$ cat src/rtl/cpu6_bus_controller.sv
// CPU6 external bus cycle controller: one byte per request, SETUP/STROBE/HOLD with wait states and ready.
// Optional strobe timeout is compiled in with `define BUS_TIMEOUT_EN.
module cpu6_bus_controller #(
  parameter int WAIT_STATES    = 0,
  parameter int TIMEOUT_CYCLES = 255
) (
  input  logic        clock,
  input  logic        reset,
  input  logic        req,
  input  logic        we,
  input  logic [15:0] addr,
  input  logic [7:0]  wdata,
  output logic [7:0]  rdata,
  output logic        busy,
  output logic        done,
  output logic        err,
  output logic [15:0] mem_addr,
  output logic [7:0]  mem_wdata,
  output logic        mem_wdata_oe,
  input  logic [7:0]  mem_rdata,
  output logic        mem_rd_n,
  output logic        mem_wr_n,
  input  logic        mem_ready
);

  typedef enum logic [1:0] {IDLE, SETUP, STROBE, HOLD} state_t;

  state_t      state_q, state_d;
  logic        we_q, we_d;
  logic [3:0]  wait_q, wait_d;
  logic [7:0]  rdata_q, rdata_d;
  logic [15:0] mem_addr_q, mem_addr_d;
  logic [7:0]  mem_wdata_q, mem_wdata_d;
  logic        busy_q, busy_d;
  logic        done_q, done_d;
  logic        oe_q, oe_d;
  logic        rd_n_q, rd_n_d;
  logic        wr_n_q, wr_n_d;
`ifdef BUS_TIMEOUT_EN
  logic [7:0]  to_q, to_d;
  logic        err_q, err_d;
`endif

  always_comb begin
    state_d     = state_q;
    we_d        = we_q;
    wait_d      = wait_q;
    rdata_d     = rdata_q;
    mem_addr_d  = mem_addr_q;
    mem_wdata_d = mem_wdata_q;
`ifdef BUS_TIMEOUT_EN
    to_d        = to_q;
    err_d       = 1'b0;
`endif
    case (state_q)
      IDLE: begin
        if (req) begin
          state_d     = SETUP;
          mem_addr_d  = addr;
          we_d        = we;
          mem_wdata_d = wdata;
        end
      end
      SETUP: begin
        state_d = STROBE;
        wait_d  = 4'(WAIT_STATES);
`ifdef BUS_TIMEOUT_EN
        to_d    = 8'd0;
`endif
      end
      STROBE: begin
        // Ready is only looked at once the minimum wait has been served.
        if (wait_q != 4'd0) begin
          wait_d = wait_q - 4'd1;
        end else if (mem_ready) begin
          state_d = HOLD;
          if (!we_q) rdata_d = mem_rdata;
        end
`ifdef BUS_TIMEOUT_EN
        if (state_d == STROBE) begin
          to_d = to_q + 8'd1;
          if (({1'b0, to_q} + 9'd1) == 9'(TIMEOUT_CYCLES)) begin
            state_d = HOLD;
            err_d   = 1'b1;
            if (!we_q) rdata_d = 8'hFF;
          end
        end
`endif
      end
      HOLD: state_d = IDLE;
      default: state_d = IDLE;
    endcase

    // Outputs are registered, so they are derived from the state being entered.
    busy_d = (state_d != IDLE);
    done_d = (state_d == HOLD);
    oe_d   = we_d && (state_d != IDLE);
    rd_n_d = !((state_d == STROBE) && !we_d);
    wr_n_d = !((state_d == STROBE) && we_d);
  end

  always_ff @(posedge clock or posedge reset) begin
    if (reset) begin
      state_q     <= IDLE;
      we_q        <= 1'b0;
      wait_q      <= 4'd0;
      rdata_q     <= 8'h00;
      mem_addr_q  <= 16'h0000;
      mem_wdata_q <= 8'h00;
      busy_q      <= 1'b0;
      done_q      <= 1'b0;
      oe_q        <= 1'b0;
      rd_n_q      <= 1'b1;
      wr_n_q      <= 1'b1;
    end else begin
      state_q     <= state_d;
      we_q        <= we_d;
      wait_q      <= wait_d;
      rdata_q     <= rdata_d;
      mem_addr_q  <= mem_addr_d;
      mem_wdata_q <= mem_wdata_d;
      busy_q      <= busy_d;
      done_q      <= done_d;
      oe_q        <= oe_d;
      rd_n_q      <= rd_n_d;
      wr_n_q      <= wr_n_d;
    end
  end

`ifdef BUS_TIMEOUT_EN
  always_ff @(posedge clock or posedge reset) begin
    if (reset) begin
      to_q  <= 8'd0;
      err_q <= 1'b0;
    end else begin
      to_q  <= to_d;
      err_q <= err_d;
    end
  end
  assign err = err_q;
`else
  assign err = 1'b0;
`endif

  assign rdata        = rdata_q;
  assign busy         = busy_q;
  assign done         = done_q;
  assign mem_addr     = mem_addr_q;
  assign mem_wdata    = mem_wdata_q;
  assign mem_wdata_oe = oe_q;
  assign mem_rd_n     = rd_n_q;
  assign mem_wr_n     = wr_n_q;

endmodule

$ cat config.mk
export PLATFORM = sky130hd
export DESIGN_NAME = cpu6_bus_controller
export DESIGN_NICKNAME = d
export VERILOG_FILES = /design/src/rtl/cpu6_bus_controller.sv
export SDC_FILE = /design/constraint.sdc
export NUM_CORES = 1
export LEC_CHECK = 0
export CAP_MARGIN = 25
export CORE_MARGIN = 2
export CORE_UTILIZATION = 38
export CTS_CLUSTER_DIAMETER = 150
export DETAILED_ROUTE_END_ITERATION = 16
export HOLD_SLACK_MARGIN = 0.03
export PLACE_DENSITY_LB_ADDON = 0.15
export RECOVER_POWER = 50
export SLEW_MARGIN = 20
export SYNTH_ARGS = -nofsm -noshare
export SYNTH_HDL_FRONTEND = slang
export SYNTH_SLANG_ARGS = --single-unit
$ cat constraint.sdc
create_clock -name clock -period 1.6 [get_ports clock]
set_input_delay 0.4 -clock clock [delete_from_list [all_inputs] [get_ports clock]]
set_output_delay 0.4 -clock clock [all_outputs]
set_load 0.005 [all_outputs]
==> results.json <==
{
  "status": "finished, violations left",
  "violations": "setup timing",
  "cts_tree": "built",
  "synth_cell_type_count": 28,
  "yosys_warnings": 0,
  "root_buffer": "clkbuf_8",
  "final_antenna_net_count": 0,
  "path_clk_slew_ps": 80,
  "final_nets": 264,
  "via_per_inst": 4.67,
  "cp_data_arrival_time_ps": 1860,
  "clock_latency_ps": 290,
  "finalSetupViolCount": 8,
  "place_area_sq_um": 2740,
  "mostFrequentLayoutCell": "clkdlybuf4s50_1",
  "power.total_mw": 5.45,
  "synth_seq_cells": 44,
  "fin_crit_sh_pct": 106,
  "layout_common_cells": "clkdlybuf4s50_1 (66), dfrtp_1 (42), mux2_2 (24)",
  "h-tree-depth": 2,
  "via_count": 1289,
  "slew_headroom_pct": 29.6,
  "final_cell_area_sq_um": 2880,
  "diodes": 0,
  "numCtsBuffers": 5,
  "worst_slew_pin_slew_ps": 1060,
  "slew_viol_final": 0,
  "finalHoldViolations": 0,
  "start_util_pct": 39.0,
  "drtPass1Iterations": 4,
  "max_clock_freq_mhz": 591,
  "fin_skew_ps": 7.40,
  "worst_slack_ps": -93.1,
  "grt_start_max_net_pins": 45,
  "synth_cells": 124,
  "path_max_fanout": 8,
  "port_buffers": 73,
  "min_period_ps": 1690,
  "drtIter0Drc": 43,
  "leakage_nw": 1.27,
  "p_per_area_nw_per_um2": 1890,
  "grt_use_total_pct": 15.4,
  "synth.avg_cell_area_sq_um": 14.7,
  "seq_area_frac_synth_pct": 60.7,
  "grt_pass1_wl_microns": 6180,
  "worstSetupPathType": "reg -> reg",
  "end_kind": "register",
  "synthToLayoutAreaGrowth_pct": 58.4,
  "antenna_found_initial": 0,
  "io_pins": 75,
  "fillers": 362,
  "peakVddDrop_uv": 1020,
  "chipHeight_microns": 73.2,
  "syn_area_sq_um": 1820,
  "wire_per_inst_microns": 14.3,
  "yosys.area.top_type_share_pct": 57.8,
  "finalWeightedCongestion": 0.747,
  "num_rows": 25,
  "place.detailed.hpwl_microns": 2910,
  "hp-class": "reg -> reg",
  "remaining_drc_errors": 0,
  "fp.coreArea_sq_um": 4660,
  "drt_wl_total_microns": 3950,
  "grt_remaining_overflow": 0,
  "drive_gt1_share_pct": 33.8,
  "start_kind": "register",
  "rsz0062_at_grt": "true",
  "die_w_microns": 73.2,
  "worstPathRequired_ps": 1770,
  "die_area_sq_um": 5360,
  "utilization_pct": 61.8,
  "multi_input_area_sq_um": 716,
  "cap_violations": 0,
  "synth_fp_nets": 167,
  "grt_pass1_vias": 1324,
  "synth_area_leaders": "dfrtp_1 (58%), mux2_2 (16%), mux2_4 (6.6%)",
  "cts.sinks": 44,
  "yosys.area.top_type": "dfrtp_1",
  "clock_path_buffers": 2,
  "cts-hold-fix-buffers": 0,
  "register_area_sq_um": 1100
}
==> routing by layer <==
metal  global-route usage, %  part of all wire, %
met1                    18.7                   42
met5                       0                    0
met3                    5.94                  7.4
met4                    3.70                 0.53
met2                    25.7                   50
==> area by class of cell <==
type                       count  area share, %
multi-input combinational     69           24.8
timing repair buffer          95           30.8
clock buffer                   6           2.52
inverter                       6          0.782
sequential                    44           38.3
tap                           54           2.34
clock inverter                 2          0.434
==> worst paths after layout <==
check                                             start                  endpoint  slack [ps]  cells after the start
min in group asynchronous                         reset  mem_addr[14]$_DFFE_PP0P_         760                      3
worst max register to register    wait_q[1]$_DFFE_PP0P_      rdata[1]$_DFFE_PP0P_         -90                      6
max in group asynchronous                         reset      state_q[1]$_DFF_PP0_         200                      3
worst max-delay path              wait_q[1]$_DFFE_PP0P_      rdata[1]$_DFFE_PP0P_         -90                      6
worst min register to register  mem_addr[5]$_DFFE_PP0P_   mem_addr[5]$_DFFE_PP0P_         510                      1
worst min-delay path            mem_addr[5]$_DFFE_PP0P_   mem_addr[5]$_DFFE_PP0P_         510                      1
==> registers in the layout (all words and copies together), names as in the netlist, 2 cells and up <==
| signal | cells |
|---|---|
| wait_q | 4 |
| mem_addr | 16 |
| rdata | 8 |
| state_q | 2 |
| mem_wdata | 8 |
==> through the flow <==
step | hold WS (ps) | TNS [ps] | cells | setup WS [ps]
6_report | 505 | -664 | 276 | -93.1
3_3_place_gp | 485 | -6950 | 260 | -363
4_1_cts | 474 | -602 | 271 | -84.7
5_1_grt | 519 | -3390 | 276 | -140
3_5_place_dp | 493 | -8050 | 260 | -387
2_1_floorplan | 500 | -238 | 124 | -29.8
==> critical path: stages (launching register included) <==
cell,delay (ps)
dfrtp_1,400
inv_2,90
ha_4,130
nand4bb_1,120
or3b_1,380
buf_6,160
mux2_4,300
==> cells by family after synthesis <==
family / after synthesis / share of synthesized area (%)
AO/OA/AOI/OAI: 7 / 2.55
adder cells (fa/ha/maj): 6 / 4.13
buffers and inverters: 11 / 3.09
flip-flops: 44 / 60.7
multiplexers: 34 / 22.7
other: 1 / 0.206
AND/OR/NAND/NOR: 21 / 6.67
==> repair_timing <==
action                                  CTS  global route
pin swaps                                 1             0
setup buffers                             3             5
endpoints found under the setup margin   13            22
resized for setup                         7             9
endpoints found under the hold margin     0             0
==> synth_stat cells <==
cell type and number:
ha_1 6, mux2_2 26, o21ai_0 1, or3b_1 1
nor2_1 5, or2_2 1, dfrtp_1 42, nand4bb_1 1
a31oi_1 1, conb_1 1, nand2_1 4, o22ai_1 1
nand3b_1 2, nor3_1 1, dfstp_2 2, o211ai_1 1
and2_1 1, or2b_1 1, a21oi_1 1, a221oi_1 1
o21a_1 1, buf_4 1, nand3_1 2, mux2_4 8
buf_2 3, or3b_2 2, inv_1 6, buf_6 1
==> where the power goes <==
part | switching, mW | internal (mW)
combinational | 0.981 | 1.88
sequential | 0.253 | 1.67
clock | 0.357 | 0.305
total | 1.59 | 3.86
(Power assumes the default switching activity.)
